`config.mk`:
```
export PLATFORM = sky130hd
export DESIGN_NAME = eee_video_pattern_src
export DESIGN_NICKNAME = d
export VERILOG_FILES = /design/src/rtl/eee_vid_pkg.sv /design/src/rtl/eee_pattern_pixel.sv /design/src/rtl/eee_video_pattern_src.sv
export SDC_FILE = /design/constraint.sdc
export NUM_CORES = 1
export LEC_CHECK = 0
export ABC_AREA = 1
export CAP_MARGIN = 20
export CORE_MARGIN = 1.5
export CORE_UTILIZATION = 55
export DETAILED_ROUTE_END_ITERATION = 8
export PLACE_DENSITY = 0.83
export SYNTH_ARGS = -nofsm -noshare
export SYNTH_HDL_FRONTEND = slang
export SYNTH_SLANG_ARGS = --single-unit
```
`constraint.sdc`:
```
create_clock -name clk -period 4.2 [get_ports clk]
set_input_delay 0.84 -clock clk [delete_from_list [all_inputs] [get_ports clk]]
set_output_delay 0.84 -clock clk [all_outputs]
set_load 0.005 [all_outputs]
```
`src/rtl/eee_vid_pkg.sv`:
```
// eee_vid_pkg: shared FSM states, packet codes, register map and pixel config for the video pattern source
package eee_vid_pkg;
  typedef enum logic [2:0] {
    S_IDLE,
    S_CTRL_HDR,
    S_CTRL_D0,
    S_CTRL_D1,
    S_CTRL_D2,
    S_VID_HDR,
    S_PIXELS,
    S_GAP
  } state_t;
  localparam logic [3:0] PKT_CTRL  = 4'hF;
  localparam logic [3:0] PKT_VIDEO = 4'h0;
  localparam logic [3:0] INTERLACE = 4'h3;
  localparam logic [2:0] A_CTRL    = 3'd0;
  localparam logic [2:0] A_BG      = 3'd1;
  localparam logic [2:0] A_BOX_TL  = 3'd2;
  localparam logic [2:0] A_BOX_BR  = 3'd3;
  localparam logic [2:0] A_BOX_COL = 3'd4;
  localparam logic [2:0] A_GAP     = 3'd5;
  localparam logic [2:0] A_FRAMES  = 3'd6;
  localparam logic [2:0] A_ID      = 3'd7;
  typedef struct packed {
    logic [1:0]  pattern;
    logic        box_en;
    logic [23:0] bg;
    logic [10:0] x0;
    logic [10:0] y0;
    logic [10:0] x1;
    logic [10:0] y1;
    logic [23:0] box_col;
  } pix_cfg_t;
  // white,yellow,cyan,green,magenta,red,blue,black: R is off when i[1], G when i[2], B when i[0]
  function automatic logic [23:0] bar_colour(input logic [2:0] i);
    return {{8{~i[1]}}, {8{~i[2]}}, {8{~i[0]}}};
  endfunction
endpackage

```
`src/rtl/eee_pattern_pixel.sv`:
```
// eee_pattern_pixel: combinational pixel colour at (x,y) from the frame's shadow config
//   x, y   : pixel coordinates
//   cfg    : pattern select, background, box rectangle and colour
//   pixel  : {R,G,B}
module eee_pattern_pixel
  import eee_vid_pkg::*;
#(
  parameter logic [10:0] IMAGE_W = 11'd640
) (
  input  logic [10:0] x,
  input  logic [10:0] y,
  input  pix_cfg_t    cfg,
  output logic [23:0] pixel
);
  logic [2:0]  bar;
  logic [7:0]  xy;
  logic        in_box;
  logic [23:0] bg_pix;
  always_comb begin
    bar = 3'({x, 3'b000} / {3'b000, IMAGE_W});
    xy = x[7:0] ^ y[7:0];
    // an inverted rectangle fails one of the compares, so it draws nothing
    in_box = cfg.box_en && x >= cfg.x0 && x <= cfg.x1 && y >= cfg.y0 && y <= cfg.y1;
    bg_pix = cfg.pattern == 2'd0 ? cfg.bg :
             cfg.pattern == 2'd1 ? bar_colour(bar) :
             cfg.pattern == 2'd2 ? {x[7:0], y[7:0], 8'h00} : {3{xy}};
    pixel = in_box ? cfg.box_col : bg_pix;
  end
endmodule

```
`src/rtl/eee_video_pattern_src.sv`:
```
// eee_video_pattern_src: Avalon-ST test-pattern frame source with an MM config slave
//   clk, reset_n        : clock, async active-low reset
//   s_*                 : MM slave (CTRL, BG, BOX_TL, BOX_BR, BOX_COL, GAP, FRAMES, ID)
//   source_*            : registered {R,G,B} stream with sop/eop and valid/ready
module eee_video_pattern_src
  import eee_vid_pkg::*;
#(
  parameter logic [10:0] IMAGE_W     = 11'd640,
  parameter logic [10:0] IMAGE_H     = 11'd480,
  parameter logic [15:0] GAP_DEFAULT = 16'd64,
  parameter logic [31:0] SRC_ID      = 32'h1234EEE3
) (
  input  logic        clk,
  input  logic        reset_n,
  input  logic        s_chipselect,
  input  logic        s_read,
  input  logic        s_write,
  input  logic [2:0]  s_address,
  input  logic [31:0] s_writedata,
  output logic [31:0] s_readdata,
  output logic [23:0] source_data,
  output logic        source_valid,
  input  logic        source_ready,
  output logic        source_sop,
  output logic        source_eop
);
  localparam logic [15:0] W16 = {5'b0, IMAGE_W};
  localparam logic [15:0] H16 = {5'b0, IMAGE_H};
  state_t      state_q, state_d;
  pix_cfg_t    cfg_q, cfg_d, sh_q, sh_d;
  logic        en_q, en_d, pkt_en_q, pkt_en_d;
  logic [15:0] gap_q, gap_d, sh_gap_q, sh_gap_d, gap_cnt_q, gap_cnt_d, frames_q, frames_d;
  logic [10:0] x_q, x_d, y_q, y_d;
  logic        valid_q, valid_d, sop_q, sop_d, eop_q, eop_d;
  logic [23:0] data_q, data_d, pixel;
  logic [31:0] readdata_q, readdata_d;
  logic        advance, x_last, last_pix, unused_wd;
  assign unused_wd = ^s_writedata[31:27];
  // the output register may be refilled whenever it is empty or being consumed
  assign advance = ~valid_q | source_ready;
  assign x_last = x_q == IMAGE_W - 11'd1;
  assign last_pix = x_last && y_q == IMAGE_H - 11'd1;
  eee_pattern_pixel #(.IMAGE_W(IMAGE_W)) u_pix (.x(x_q), .y(y_q), .cfg(sh_q), .pixel(pixel));
  always_comb begin
    cfg_d = cfg_q;
    en_d = en_q;
    pkt_en_d = pkt_en_q;
    gap_d = gap_q;
    if (s_chipselect && s_write)
      case (s_address)
        A_CTRL:    {pkt_en_d, cfg_d.box_en, cfg_d.pattern, en_d} = s_writedata[4:0];
        A_BG:      cfg_d.bg = s_writedata[23:0];
        A_BOX_TL:  {cfg_d.x0, cfg_d.y0} = {s_writedata[26:16], s_writedata[10:0]};
        A_BOX_BR:  {cfg_d.x1, cfg_d.y1} = {s_writedata[26:16], s_writedata[10:0]};
        A_BOX_COL: cfg_d.box_col = s_writedata[23:0];
        A_GAP:     gap_d = s_writedata[15:0];
        default:   ;
      endcase
  end
  always_comb begin
    readdata_d = readdata_q;
    if (s_chipselect && s_read)
      case (s_address)
        A_CTRL:    readdata_d = {27'b0, pkt_en_q, cfg_q.box_en, cfg_q.pattern, en_q};
        A_BG:      readdata_d = {8'b0, cfg_q.bg};
        A_BOX_TL:  readdata_d = {5'b0, cfg_q.x0, 5'b0, cfg_q.y0};
        A_BOX_BR:  readdata_d = {5'b0, cfg_q.x1, 5'b0, cfg_q.y1};
        A_BOX_COL: readdata_d = {8'b0, cfg_q.box_col};
        A_GAP:     readdata_d = {16'b0, gap_q};
        A_FRAMES:  readdata_d = {16'b0, frames_q};
        default:   readdata_d = SRC_ID;
      endcase
  end
  // state_q names the beat that will be loaded into the output register next
  always_comb begin
    state_d = state_q;
    sh_d = sh_q;
    sh_gap_d = sh_gap_q;
    gap_cnt_d = gap_cnt_q;
    frames_d = frames_q;
    x_d = x_q;
    y_d = y_q;
    valid_d = valid_q;
    data_d = data_q;
    sop_d = sop_q;
    eop_d = eop_q;
    if (advance) begin
      valid_d = 1'b0;
      sop_d = 1'b0;
      eop_d = 1'b0;
      case (state_q)
        S_IDLE: if (en_q) begin
          sh_d = cfg_q;
          sh_gap_d = gap_q;
          state_d = pkt_en_q ? S_CTRL_HDR : S_VID_HDR;
        end
        S_CTRL_HDR: begin
          {valid_d, sop_d, data_d} = {2'b11, 20'b0, PKT_CTRL};
          state_d = S_CTRL_D0;
        end
        S_CTRL_D0: begin
          {valid_d, data_d} = {1'b1, 4'h0, W16[7:4], 4'h0, W16[11:8], 4'h0, W16[15:12]};
          state_d = S_CTRL_D1;
        end
        S_CTRL_D1: begin
          {valid_d, data_d} = {1'b1, 4'h0, H16[11:8], 4'h0, H16[15:12], 4'h0, W16[3:0]};
          state_d = S_CTRL_D2;
        end
        S_CTRL_D2: begin
          {valid_d, eop_d, data_d} = {2'b11, 4'h0, INTERLACE, 4'h0, H16[3:0], 4'h0, H16[7:4]};
          state_d = S_VID_HDR;
        end
        S_VID_HDR: begin
          {valid_d, sop_d, data_d} = {2'b11, 20'b0, PKT_VIDEO};
          x_d = '0;
          y_d = '0;
          state_d = S_PIXELS;
        end
        S_PIXELS: begin
          {valid_d, eop_d, data_d} = {1'b1, last_pix, pixel};
          x_d = x_last ? 11'd0 : x_q + 11'd1;
          y_d = x_last ? y_q + 11'd1 : y_q;
          gap_cnt_d = '0;
          state_d = last_pix ? S_GAP : S_PIXELS;
        end
        default: begin
          gap_cnt_d = gap_cnt_q + 16'd1;
          frames_d = gap_cnt_q == sh_gap_q ? frames_q + 16'd1 : frames_q;
          state_d = gap_cnt_q == sh_gap_q ? S_IDLE : S_GAP;
        end
      endcase
    end
  end
  always_ff @(posedge clk or negedge reset_n)
    if (!reset_n) begin
      state_q <= S_IDLE;
      cfg_q <= '{box_col: 24'hFF0000, default: '0};
      sh_q <= '0;
      en_q <= 1'b0;
      pkt_en_q <= 1'b0;
      gap_q <= GAP_DEFAULT;
      sh_gap_q <= '0;
      gap_cnt_q <= '0;
      frames_q <= '0;
      x_q <= '0;
      y_q <= '0;
      valid_q <= 1'b0;
      data_q <= '0;
      sop_q <= 1'b0;
      eop_q <= 1'b0;
      readdata_q <= '0;
    end else begin
      state_q <= state_d;
      cfg_q <= cfg_d;
      sh_q <= sh_d;
      en_q <= en_d;
      pkt_en_q <= pkt_en_d;
      gap_q <= gap_d;
      sh_gap_q <= sh_gap_d;
      gap_cnt_q <= gap_cnt_d;
      frames_q <= frames_d;
      x_q <= x_d;
      y_q <= y_d;
      valid_q <= valid_d;
      data_q <= data_d;
      sop_q <= sop_d;
      eop_q <= eop_d;
      readdata_q <= readdata_d;
    end
  assign s_readdata = readdata_q;
  assign source_data = data_q;
  assign source_valid = valid_q;
  assign source_sop = sop_q;
  assign source_eop = eop_q;
endmodule

```
==> impl_metrics.py, run 1 <==
metrics = {
    "floorplan": {
        "pin_count": 100,
        "start_util_pct": 56.1,
        "die_h_um": 177,
        "die_w_um": 177,
        "fp.coreArea_mm2": 0.0298,
        "rows": 63,
        "die_area_mm2": 0.0314,
    },
    "cts": {
        "cts_setup_buffers": 0,
        "cts_tree": "yes",
        "htreeDepth": 2,
        "cts-root-buf": "clkbuf_16",
        "clock_path_buffers": 3,
        "clock-sinks": 336,
        "cts_buffers": 35,
        "cts_resized": 0,
        "holdBufCountCts": 0,
        "clk_pin_slew_ns": 0.06,
        "clock_latency_ns": 0.52,
    },
    "timing": {
        "maxSlewHeadroom_pct": 39.5,
        "finalCriticalPeriod_ns": 3.74,
        "max_freq_ghz": 0.267,
        "tns_ns": 0,
        "finalMaxSlewViolations": 0,
        "finalCritPeriodShare_pct": 89.1,
        "rsz0062_at_grt": "false",
        "finalWorstSetupSlack_ns": 0.458,
        "skew_ns": 0.0175,
        "tightest_slew_ns": 0.908,
        "final-setup-viol-count": 0,
        "final_hold_viol_count": 0,
    },
    "placement": {
        "numPortBuffers": 90,
        "pre_cts_ws_ns": 0.450,
        "routabilityCongestion": 0.955,
        "dp_hpwl_um": 34300,
    },
    "yosys": {
        "ys_seq_area_share_pct": 50.4,
        "synth_most_common_cell": "nand2_1",
        "async_flop_share_pct": 100,
        "synth_ff_type": "dfrtp_1",
        "ys_top_cells_by_area": "dfrtp_1 49%, nand2_1 9.9%, o21ai_0 8.0%, inv_1 5.8%, a21oi_1 3.9%",
        "synth-edff-count": 0,
        "yosysWarnings": 0,
        "synth_common_cells": "439 x nand2_1, 327 x dfrtp_1, 266 x o21ai_0, 256 x inv_1, 129 x a21oi_1",
        "synth_cells": 1999,
        "synth.distinct_cells": 53,
        "yosysTopAreaCell": "dfrtp_1",
        "synth_top_area_share_pct": 49.0,
        "synth_seq_cells": 336,
        "syn_avg_cell_area_um2": 8.36,
        "synthesis.area_mm2": 0.0167,
    },
    "global_route": {
        "grt_overflow": 0,
        "grt_pass1_wl_um": 75200,
        "grt.total_usage_pct": 31.1,
        "first_global_vias": 14000,
        "grt_max_degree": 118,
        "antenna_found_initial": 2,
    },
    "critical_path": {
        "rr_endpoint": "source_data[16]",
        "startpoint_type": "flop",
        "end_kind": "flop",
        "rrSetupSlack_ns": 0.46,
        "worstPathMaxFanout": 8,
        "r2r-start": "x_q[0]",
        "cp.arrival_ns": 4.15,
        "path_class": "reg -> reg",
        "path_common_cell": "nand2_1",
        "cp_slowest_cell": "dfrtp_1",
        "r2r_cells": 32,
        "required_ns": 4.61,
        "cp_slowest_stage_delay_ns": 0.42,
    },
    "worst_hold_path": {
        "hold_path_class": "in -> async",
    },
    "final_layout": {
        "num_antenna_cells": 0,
        "n_fill_cell": 2416,
        "area_growth_pct": 15.6,
        "layout-drive-gt1-share_pct": 9.00,
        "fin_nets": 2179,
        "ff_latch_area_mm2": 0.00842,
        "multi_input_area_mm2": 0.00703,
    },
    "detailed_routing": {
        "ant_nets": 0,
        "wire_per_inst_um": 19.1,
        "first_pass_iters": 6,
        "drt_iter0_markers": 1523,
        "drc": 0,
        "vias_per_cell": 5.75,
        "wl_um": 47700,
        "vias": 14400,
    },
    "outcome": {
        "status": "complete, no violations",
    },
    "power_and_ir_drop": {
        "vdd_ir_drop_max_v": 0.000379,
        "total_power_w": 0.0119,
        "power_density_mw_per_mm2": 615,
        "leakagePower_nw": 9.42,
    },
    "run": {
        "drv_cap": 0,
    },
}
-- routing by layer --
metal  vias up  GRT usage, %  share of wire [%]
met4         4          10.8                3.2
met5         -             0              0.048
met2       661          46.8                 44
met1      6892          43.9                 43
met3       126          7.69                9.9
li1       6713             -                  -
-- worst max-delay path, delay by kind of cell (launching register included) --
| kind | cells | cell delay (ns) |
|---|---|---|
| adder cells (fa/ha/maj) | 1 | 0.28 |
| buffers and inverters | 2 | 0.25 |
| flip-flops | 1 | 0.42 |
| AND/OR/NAND/NOR | 29 | 2.66 |
-- power breakdown --
part           leakage [nW]  internal, W  switching [W]
Clock                 0.575      0.00188        0.00131
Sequential             4.26      0.00418       0.000721
Combinational          4.58      0.00145        0.00232
-- through the flow --
step	util [%]	instances	hold slack, ns	cell area (um2)
detailed placement	60.9	2441	0.464	18100
finish	64.8	2502	0.383	19300
global route	64.8	2502	0.438	19300
global placement	60.9	2441	0.458	18100
CTS	64.8	2502	0.427	19300
floorplan	-	2002	0.445	16700
-- cell families (layout without fill, tap and decap cells) --
| logic type | count (synthesis) | in the layout | share of synthesized area [%] |
|---|---|---|---|
| flops | 336 | 336 | 50.4 |
| simple gates | 733 | 733 | 18.8 |
| compound gates | 471 | 471 | 15.3 |
| fa+ha+maj | 50 | 50 | 3.74 |
| xor+xnor | 41 | 41 | 2.19 |
| buf+inv | 341 | 451 | 7.80 |
| mux | 26 | 26 | 1.75 |
| other cells | 1 | 4 | 0.0224 |
-- placed cells by master, fill, tap and decap left out, types with 26 or more instances in the layout --
cell / n
nand3_1: 56
inv_1: 256
clkdlybuf4s50_1: 89
mux2_2: 26
nand2_1: 439
clkbuf_16: 37
nor3_1: 32
nor2_1: 125
ha_1: 50
o21ai_0: 266
a21oi_1: 129
dfrtp_1: 326
buf_4: 32
-- state kept, by name, indices dropped and copies added, names as in the netlist, 16 cells and up --
signal       flops
source_data     24
frames_q        16
cfg_q           95
gap_q           16
sh_q            95
gap_cnt_q       16
s_readdata      28
sh_gap_q        16
-- worst max path at each step --
| stage | cells past startpoint | to | slack, ns | start |
|---|---|---|---|---|
| floorplan | 32 | source_data[16] | 1.18 | x_q[0] |
| global placement | 30 | source_data[7] | 0.57 | x_q[1] |
| detailed placement | 30 | source_data[7] | 0.45 | x_q[1] |
| CTS | 28 | source_data[7] | 0.44 | x_q[1] |
| global route | 32 | source_data[16] | 0.02 | x_q[0] |
| finish | 32 | source_data[16] | 0.46 | x_q[0] |
-- layout make-up --
cell class,instances,area share (%)
flip-flops and latches,336,43.6
multi-input cells,1325,36.4
repair buffers,125,6.24
clock buffers,51,5.48
inverters,265,5.15
well taps,390,2.53
clock inverters,10,0.635
Note: power is estimated with default switching activity, not from simulation.
==> inputs of run 2 (changes only) <==
--- a/config.mk
+++ b/config.mk
@@ -8,9 +8,11 @@
 export ABC_AREA = 1
 export CAP_MARGIN = 20
 export CORE_MARGIN = 1.5
-export CORE_UTILIZATION = 55
+export CORE_UTILIZATION = 54
 export DETAILED_ROUTE_END_ITERATION = 8
-export PLACE_DENSITY = 0.83
+export GPL_TIMING_DRIVEN = 0
+export PLACE_DENSITY = 0.84
+export SLEW_MARGIN = 20
 export SYNTH_ARGS = -nofsm -noshare
 export SYNTH_HDL_FRONTEND = slang
 export SYNTH_SLANG_ARGS = --single-unit
==> constraint.sdc (replaced) <==
create_clock -name clk -period 3.1 [get_ports clk]
set_input_delay 0.62 -clock clk [delete_from_list [all_inputs] [get_ports clk]]
set_output_delay 0.62 -clock clk [all_outputs]
set_load 0.005 [all_outputs]
==> run 2 against run 1 <==
Effect of this change:
- the run now ends with negative setup slack left
- clock skew rose by 0.0030 ns
- via count rose by 6.7%
- global-route usage rose by 2.8 points
- wire length rose by 14%
- sequential cell count did not move
- critical path depth fell by 7
- die area rose by 1.8%
- clock power rose by 31%
- clock-buffer cell count rose by 8
- critical path type unchanged
- critical endpoint is now source_data[5]
==> impl_metrics.py, run 2 (synthesis gave the netlist of run 1 again) <==
metrics = {
    "global_route": {
        "antenna_found_initial": 2,
        "grt_pass1_wl_um": 82000,
        "grt_max_degree": 101,
        "grt.total_usage_pct": 33.9,
        "first_global_vias": 14800,
        "grt_overflow": 0,
    },
    "timing": {
        "fin_hold_ws_ns": 0.468,
        "rsz0062_at_grt": "true",
        "finalCriticalPeriod_ns": 3.42,
        "final-setup-viol-count": 24,
        "tns_ns": -6.04,
        "max_freq_ghz": 0.293,
        "skew_ns": 0.0205,
        "final_hold_viol_count": 0,
        "finalMaxSlewViolations": 0,
        "finalCritPeriodShare_pct": 110,
        "finalWorstSetupSlack_ns": -0.315,
        "maxSlewHeadroom_pct": 31.9,
        "tightest_slew_ns": 1.01,
    },
    "worst_hold_path": {
        "min_path_cells": 2,
        "hold_path_class": "reg -> reg",
        "hold_path_end": "source_data[16]",
        "min_from": "source_data[16]",
    },
    "cts": {
        "clock_latency_ns": 0.53,
        "htreeDepth": 2,
        "clock_path_buffers": 3,
        "clock-sinks": 336,
        "cts_buffers": 36,
        "cts-root-buf": "clkbuf_16",
        "cts_tree": "yes",
        "clk_pin_slew_ns": 0.06,
    },
    "final_layout": {
        "layout-drive-gt1-share_pct": 14.3,
        "n_fill_cell": 2399,
        "stdcell_count": 2590,
        "num_antenna_cells": 0,
        "layout_common_cells": "403 x nand2_1, 321 x dfrtp_1, 265 x o21ai_0",
        "fin_nets": 2259,
        "final_common_cell": "nand2_1",
        "design_area_mm2": 0.0202,
        "area_growth_pct": 20.8,
    },
    "critical_path": {
        "end_kind": "flop",
        "required_ns": 3.51,
        "rrSetupSlack_ns": -0.32,
        "rr_endpoint": "source_data[5]",
        "worstPathMaxFanout": 8,
        "startpoint_type": "flop",
        "r2r_cells": 25,
        "path_class": "reg -> reg",
        "cp.arrival_ns": 3.83,
        "r2r-start": "x_q[0]",
    },
    "detailed_routing": {
        "wire_per_inst_um": 21.0,
        "vias": 15400,
        "vias_per_cell": 5.93,
        "ant_nets": 0,
        "wl_um": 54300,
        "first_pass_iters": 6,
        "drt_iter0_markers": 1661,
        "drc": 0,
    },
    "power_and_ir_drop": {
        "leakagePower_nw": 9.65,
        "vdd_ir_drop_max_v": 0.000391,
        "power_density_mw_per_mm2": 832,
    },
    "placement": {
        "dp_hpwl_um": 39700,
        "numPortBuffers": 89,
        "routabilityCongestion": 0.962,
        "placedCellCount": 2490,
        "pre_cts_ws_ns": -1.12,
        "placed_area_mm2": 0.0182,
    },
    "floorplan": {
        "pin_count": 100,
        "die_area_mm2": 0.0320,
        "start_util_pct": 54.8,
        "fp.coreArea_mm2": 0.0305,
        "rows": 64,
        "die_h_um": 179,
        "die_w_um": 179,
    },
    "outcome": {
        "violations": "negative setup slack",
        "status": "finished with violations",
    },
    "run": {
        "drv_cap": 0,
    },
}
[run 2: changes by cell type in the layout (fill, tap and decap cells not counted), sizes merged]
cell | before | now
buf | 36 | 51
clkinvlp | 3 | 1
inv | 264 | 263
bufinv | 2 | 0
dlygate4sd3 | 0 | 1
clkdlybuf4s50 | 89 | 88
clkbuf | 51 | 123
[run 2: worst max path at each step]
stage               cells past startpoint         endpoint          from  slack (ns)
floorplan                              32  source_data[16]        x_q[0]        0.08
global placement                        1        cfg_q[43]       reset_n      -12.72
detailed placement                      8        gap_q[14]  s_address[0]       -1.12
CTS                                    27   source_data[4]        x_q[1]       -0.07
global route                           28   source_data[5]        x_q[0]       -0.52
finish                                 25   source_data[5]        x_q[0]       -0.32
[run 2: final cells by class]
cell class | count | area (um2) | share of cell area [%]
flip-flops and latches | 336 | 8430 | 41.7
clock inverters | 5 | 38.8 | 0.192
clock buffers | 59 | 1100 | 5.45
well taps | 396 | 495 | 2.45
inverters | 265 | 1010 | 4.98
plain buffers | 74 | 307 | 1.52
multi-input cells | 1325 | 7540 | 37.3
repair buffers | 130 | 1270 | 6.31
[run 2: per-stage QoR]
stage,power [W],utilization [%]
2_1_floorplan,0.00967,-
3_3_place_gp,0.0116,59.3
3_5_place_dp,0.0118,59.6
4_1_cts,0.0163,64.9
5_1_grt,0.0177,66.2
6_report,0.0168,66.2
[run 2: power breakdown]
| part | switching (W) | internal [W] |
|---|---|---|
| registers | 0.000999 | 0.00567 |
| clock network | 0.00177 | 0.00243 |
| logic | 0.00365 | 0.00227 |
| total | 0.00641 | 0.0104 |
[run 2: repair_timing]
| action | 4_1_cts | 5_1_grt |
|---|---|---|
| hold buffers | 1 | 0 |
| gates resized for setup | 74 | 83 |
| buffers inserted | 26 | 11 |
| gates cloned | 0 | 0 |
| setup endpoints to repair | 53 | 72 |
| pin swaps | 36 | 47 |
| endpoints found under the hold margin | 6 | 0 |
[run 2: worst max-delay path: stages (launching register included)]
cell and delay (ns):
dfrtp_1 0.40, inv_4 0.07, ha_4 0.17, inv_2 0.07
nand2_4 0.08, buf_4 0.15, nor2_2 0.32, nand3_4 0.15
nand2_4 0.12, nand2_8 0.08, nor2_8 0.20, nand2_2 0.09
nand2_4 0.09, nand2_4 0.07, nand2_8 0.09, nand3b_1 0.14
nand2_2 0.12, nand3_2 0.10, nand2_2 0.10, nand3_1 0.07
nand3b_1 0.14, nand2_4 0.12, nand3_2 0.13, nand2_2 0.07
nand3_2 0.08, nand2_1 0.06
[run 2: per-layer routing]
metal	track usage (%)	routed length (um)	share of wire, %	up-vias
li1	-	-	-	6876
met5	0	27	0.050	-
met1	46.5	22200	41	7470
met3	7.12	5110	9.4	160
met4	13.1	2190	4.0	4
met2	52.8	24700	46	847
